File: src/rtl/fetch_unit.sv
// fetch_unit: in-order instruction fetch with a reservation buffer and redirect flush/drop handling
module fetch_unit #(
  parameter logic [31:0] RESET_PC = 32'h0000_0000,
  parameter int          DEPTH    = 2
) (
  input  logic        clk,
  input  logic        rst,
  output logic        imem_req_valid,
  input  logic        imem_req_ready,
  output logic [31:0] imem_req_addr,
  input  logic        imem_rsp_valid,
  input  logic [31:0] imem_rsp_data,
  input  logic        redirect_valid,
  input  logic [31:0] redirect_pc,
  output logic        instr_valid,
  input  logic        instr_ready,
  output logic [31:0] instr_data,
  output logic [31:0] instr_pc
);
  localparam int AW = $clog2(DEPTH);
  localparam int DW = AW + 4;
  logic [31:0]   fetch_pc;
  logic [31:0]   pc_q   [DEPTH];
  logic [31:0]   data_q [DEPTH];
  logic [DEPTH-1:0] filled;
  logic [AW-1:0] head, tail, fill;
  logic [AW:0]   cnt, uf;
  logic [DW-1:0] drop;
  logic          acc, pop, take;
  assign instr_valid    = filled[head];
  assign instr_data     = data_q[head];
  assign instr_pc       = pc_q[head];
  assign pop            = instr_valid && instr_ready;
  // a popping full buffer frees the slot the new request reserves
  assign imem_req_valid = !rst && !redirect_valid && (cnt < (AW+1)'(DEPTH) || pop);
  assign imem_req_addr  = fetch_pc;
  assign acc            = imem_req_valid && imem_req_ready;
  assign take           = imem_rsp_valid && drop == '0;
  always_ff @(posedge clk or posedge rst) begin
    if (rst) begin
      fetch_pc <= RESET_PC;
      filled   <= '0;
      head     <= '0;
      tail     <= '0;
      fill     <= '0;
      cnt      <= '0;
      uf       <= '0;
      drop     <= '0;
      for (int i = 0; i < DEPTH; i++) begin
        pc_q[i]   <= '0;
        data_q[i] <= '0;
      end
    end else if (redirect_valid) begin
      fetch_pc <= redirect_pc & 32'hFFFF_FFFC;
      filled   <= '0;
      head     <= '0;
      tail     <= '0;
      fill     <= '0;
      cnt      <= '0;
      uf       <= '0;
      drop     <= drop + DW'(uf) - DW'(imem_rsp_valid);
    end else begin
      if (imem_rsp_valid && drop != '0)
        drop <= drop - DW'(1);
      if (take) begin
        data_q[fill] <= imem_rsp_data;
        filled[fill] <= 1'b1;
        fill         <= fill + AW'(1);
      end
      if (pop) begin
        filled[head] <= 1'b0;
        head         <= head + AW'(1);
      end
      if (acc) begin
        pc_q[tail]   <= fetch_pc;
        filled[tail] <= 1'b0;
        tail         <= tail + AW'(1);
        fetch_pc     <= fetch_pc + 32'd4;
      end
      cnt <= cnt + (AW+1)'(acc) - (AW+1)'(pop);
      uf  <= uf + (AW+1)'(acc) - (AW+1)'(take);
    end
  end
endmodule

File: config.mk
export PLATFORM = sky130hd
export DESIGN_NAME = fetch_unit
export DESIGN_NICKNAME = d
export VERILOG_FILES = /design/src/rtl/fetch_unit.sv
export SDC_FILE = /design/constraint.sdc
export NUM_CORES = 1
export LEC_CHECK = 0
export CAP_MARGIN = 20
export CORE_ASPECT_RATIO = 1.25
export CORE_MARGIN = 5
export CORE_UTILIZATION = 50
export CTS_CLUSTER_SIZE = 30
export DETAILED_ROUTE_END_ITERATION = 10
export PLACE_DENSITY = 0.87
export SLEW_MARGIN = 0
export SYNTH_ARGS = -nofsm -noshare
export SYNTH_HDL_FRONTEND = slang
export SYNTH_SLANG_ARGS = --single-unit
File: constraint.sdc
create_clock -name clk -period 9.55 [get_ports clk]
set_input_delay 0.955 -clock clk [delete_from_list [all_inputs] [get_ports clk]]
set_output_delay 0.955 -clock clk [all_outputs]
set_load 0.02 [all_outputs]
=== Yosys cells after proc, flatten, opt, wreduce, memory -nomap -nowiden ===
Index checks and enable logic that the tools add are counted.

* Register bits after elaboration: 174
* Latch bits: 0
* Memory bits (writable): 0
* Memory bits (read-only): 0
* Output and inout port bits: 98
* Logic and storage cells: 104
* Memories: 0

* $add $sub $neg: 11
* Multipliers: 0
* Div/mod/pow operators: 0
* Order comparisons: 12
* Equality and inequality tests: 0
* Shifts and indexed selects: 0
* Multiplexer cells: 38
* Bitwise logic cells: 9
* Reduce and logical (&&, ||, !) cells: 22

{| class="wikitable"
|+ Operators by type and width
! kind !! count
|-
| 32-bit two-way mux || 10
|-
| 64-bit bitwise mux || 2
|-
| 32-bit demux with 1-bit select || 2
|-
| 32-bit by 3-bit adder with 32-bit output (second input constant) || 1
|-
| 2-bit two-way mux || 8
|-
| 1-bit logical AND || 11
|-
| 1-bit two-way mux || 11
|-
| 5-bit two-way mux || 2
|-
| 2-bit nonzero test || 4
|-
| 2-bit greater-or-equal comparator (second input constant) || 3
|-
| 1-bit by 2-bit less-than comparator with 1-bit output (second input constant) || 3
|-
| 1-bit inverter with 2-bit output || 3
|-
| 5-bit by 2-bit adder with 5-bit output || 1
|-
| 5-bit zero test || 1
|-
| 5-bit nonzero test || 1
|-
| 5-bit by 1-bit subtractor with 5-bit output || 1
|-
| 5-bit by 1-bit subtractor with 5-bit output (second input constant) || 1
|-
| 2-bit by 1-bit adder with 2-bit output || 2
|-
| 2-bit bitwise AND || 2
|-
| 2-bit by 1-bit less-than comparator with 1-bit output (second input constant) || 2
|-
| 2-bit inverter || 2
|-
| 2-bit AND reduction || 2
|-
| 2-bit by 1-bit subtractor with 2-bit output || 2
|-
| 1-bit adder (second input constant) || 3
|-
| other kinds (7) || 12
|}

=== Logic depth before layout (Yosys ltp) ===
* Depth in word-level cells: 13
* Mapped depth: 11

=== Worst setup path after synthesis ===
Ideal clock, no wire load.

* Path type: input to output
* From: in redirect_valid
* To: out imem_req_valid
* Arrival: 1.886 ns
* Required time: 8.595 ns
* Setup slack: 6.709 ns
* Stages: 3
* Path buffers: 2
* Cell sequence: clkbuf_1 -> clkbuf_1 -> a211oi_1

* Longest elaborated chain between the ends: 3

{| class="wikitable"
|+ Ends and longest elaborated chain
! element !! line !! RTL
|-
| start, declared || 13 || <nowiki>input logic redirect_valid,</nowiki>
|-
| 1-bit zero test || 35 || <nowiki>assign imem_req_valid = !rst && !redirect_valid && (cnt < (AW+1)'(DEPTH) || pop);</nowiki>
|-
| 1-bit logical AND (2 in a row) || 35 ||
|-
| end, declared || 8 || <nowiki>output logic imem_req_valid,</nowiki>
|}

Every way passes these cells.

=== Worst setup path in the final report ===
* From: in rst
* To: reg pc_q[53] (netlist name)

* Longest elaborated chain between the ends: 5

{| class="wikitable"
|+ Ends and longest elaborated chain
! element !! line !! RTL
|-
| start, declared || 7 || <nowiki>input logic rst,</nowiki>
|-
| 1-bit zero test (no line) || -- ||
|-
| 1-bit logical AND (2 in a row) || 35 ||
|-
| 1-bit logical AND || 37 || <nowiki>assign acc = imem_req_valid && imem_req_ready;</nowiki>
|-
| 2-bit AND reduction (no line) || -- ||
|-
| end signal, assigned by index || 75 || <nowiki>pc_q[tail] <= fetch_pc;</nowiki>
|-
| end, declared || 23 || <nowiki>logic [31:0] pc_q [DEPTH];</nowiki>
|}

Every way passes these cells.
A chain may end at the register's enable or synchronous reset.

==> out/metrics.yaml <==
finish:
  drive_gt1_share_pct: 29.99
  finalNetCount: 871
  area_growth_pct: 29.51
  antenna_cells: 0
clock_network:
  path_clk_slew_ps: 60
  numCtsBuffers: 17
  cts.sinks: 168
  tritoncts: "built"
  clockBufferDepth: 2
  cts_resized: 0
  hold_buffers: 0
  post_cts_buffers: 0
  cts_root_buffer: "clkbuf_16"
  htree_levels: 4
  clk_latency_ps: 420
worst_setup_path:
  crit_family: "simple AND/OR/NAND/NOR gates"
  reg2regPathDepth: 5
  crit_fanout: 31
  path_buf_inv: 1
  r2r_slack_ps: 6600
  timing.rr.start: "head"
  critPathKind: "input port to flip-flop"
  critical-path-slowest-cell: "nor2_4"
  worstReg2RegEnd: "pc_q[53]"
  cp_slowest_stage_delay_ps: 870
  cp_data_arrival_time_ps: 3930
  crit_path_end_kind: "flip-flop"
  crit_chain: "clkdlybuf4s50_1 > and3b_1 > a22o_2 > nand2_1 > nor2_4 > mux2_2"
  start_kind: "input port"
  required_ps: 9850
yosys:
  ys.flop_type: "dfrtp_1"
  synthCells: 632
  synth_edf_count: 0
  synth_area_mm2: 0.008078
  async_flop_share_pct: 100.0
  synth_area_per_cell_um2: 12.78
  synth-compound-area-share_pct: 3.764
  ys_seq_area_share_pct: 52.04
  ys_warn_count: 0
  synth_top_family_by_area: "multiplexers"
  muxShareOfSynthArea_pct: 27.51
  ys_types: 48
  ys_ff_latch: 168
  synth_fa_ha_area_share_pct: 2.571
  synth-xor-area-share_pct: 3.253
  synth_top_area_share_pct: 52.04
  synth_simple_gate_area_share_pct: 7.528
  synth_common_cells: "mux2_2 (188), dfrtp_1 (168), nand2_1 (34), o21ai_0 (23), inv_1 (20)"
  ys_top_cells_by_area: "dfrtp_1 (52%), mux2_2 (26%), ha_1 (2.3%)"
  synth_top_area_cell: "dfrtp_1"
  synth.most_common_cell: "mux2_2"
worst_hold_path:
  min_from: "data_q[55]"
  min_path_cells: 1
  worstHoldPathType: "flip-flop to flip-flop"
  min_to: "data_q[55]"
die:
  start_util_pct: 50.26
  fp.dieArea_mm2: 0.01881
  die_y_um: 152.1
  chipWidth_um: 123.7
  core_mm2: 0.01607
  num_io_pins: 168
  rows: 52
routing:
  viasPerCell: 5.372
  firstDrtPassIters: 4
  wirelength_um: 18440
  drc: 0
  drtAntennaViolNets: 0
  drt_iter0_markers: 220
  wire_per_inst_um: 18.21
  vias: 5442
placement:
  gp_congestion: 0.8131
  dp_hpwl_um: 12230
  numPortBuffers: 161
  post-place-ws_ps: 5460
timing:
  worst_pin_slew_ps: 1055
  whs_ps: 487.3
  finalSetupViolations: 0
  fin_skew_ps: 8.711
  rsz0062_at_grt: "no"
  fin_crit_sh_pct: 37.94
  slew_violations: 0
  period_minus_slack_ps: 3623
  slew_headroom_pct: 29.48
  hold_violations: 0
  timing.final.ws_setup_ps: 5927
  finalSetupTns_ps: 0
  max_clock_freq_mhz: 276.0
power_and_ir_drop:
  ir_worst_vdd_mv: 0.1423
  p_leak_uw: 0.004614
  p_per_area_mw_per_mm2: 251.9
grt:
  antenna_found_initial: 1
  overflow: 0
  grt_pass1_wl_um: 30190
  grt_pass1_vias: 5921
  grt_max_degree: 89
  grt_use_total_pct: 20.31
run:
  maxCapViolCount: 0
outcome:
  status: "completed"
[state kept, by name, indices dropped and copies added, names as in the netlist, 2 cells and up]
name and flops:
uf 2, pc_q 60, drop 5, filled 2, cnt 2, data_q 64
imem_req_addr 30
[through the flow]
stage               util [%]  std cells  power, uW  instance area, um2
floorplan                  -        635       1600                8089
global placement       61.29        981       1953                9849
detailed placement     61.29        981       1986                9849
CTS                    64.93       1012       2665               10430
global route           65.10       1013       2798               10460
finish                 65.10       1013       2635               10460
[report_power, final]
| part | internal, uW | switching (uW) | leakage (uW) |
|---|---|---|---|
| clock | 394 | 272 | 0.000285 |
| sequential | 906 | 113 | 0.00214 |
| combinational | 525 | 425 | 0.00219 |
| total | 1820 | 811 | 0.00461 |
[kinds of logic after synthesis]
group	count (synthesis)
adder cells (fa/ha/maj)	16
XOR/XNOR	30
other	1
flip-flops	168
AND/OR/NAND/NOR	113
AO/OA/AOI/OAI	48
buffers and inverters	58
multiplexers	198
[worst register-to-register path, cell delays in order (launching register included)]
cell	delay (ps)
dfrtp_2	400
mux2_2	260
a22o_2	540
nand2_1	340
nor2_4	870
mux2_2	430
[cell type report]
cell class	count	area [um2]
clock buffer	22	494.2
clock inverter	9	90.09
fill	1219	5609
inverter	21	83.83
multi-input combinational	409	3638
sequential	168	4205
tap	216	270.3
timing repair buffer	168	1679
[worst max-delay path by stage]
stage,startpoint,end,cells past startpoint
2_1_floorplan,rst,cnt[0],1
3_3_place_gp,rst,pc_q[42],6
3_5_place_dp,rst,pc_q[60],6
4_1_cts,rst,pc_q[60],6
5_1_grt,rst,pc_q[60],6
6_report,rst,pc_q[53],6
[layout by cell type, fill, tap and decap left out, types with 3 or more instances in the layout]
cell type | Yosys | routed
mux2_2 | 188 | 188
dfrtp_1 | 168 | 167
clkdlybuf4s50_1 | 0 | 160
nand2_1 | 34 | 34
o21ai_0 | 23 | 23
inv_1 | 20 | 19
clkbuf_16 | 0 | 17
nor2_1 | 17 | 16
xnor2_1 | 15 | 15
xor2_1 | 15 | 15
nand4_1 | 15 | 15
ha_1 | 15 | 15
nand3_1 | 15 | 14
mux2i_1 | 6 | 6
a21oi_1 | 6 | 6
buf_4 | 8 | 6
clkbuf_8 | 0 | 5
and3_1 | 4 | 4
mux2_1 | 4 | 4
conb_1 | 1 | 4
a31oi_1 | 3 | 3
o211ai_1 | 3 | 3
a221o_1 | 3 | 3
or3_1 | 3 | 3
nor3_1 | 3 | 3
nor4_1 | 3 | 3
nand3b_1 | 3 | 3
nor2b_1 | 3 | 3
inv_6 | 0 | 3
[layer usage]
metal	global-route usage [%]	vias to the layer above	part of all wire, %
met5	0	-	0.070
met4	5.858	2	1.4
met3	7.996	21	9.1
met2	33.62	167	49
met1	24.32	2715	41
li1	-	2537	-
Note: power is estimated with default switching activity, not from simulation.
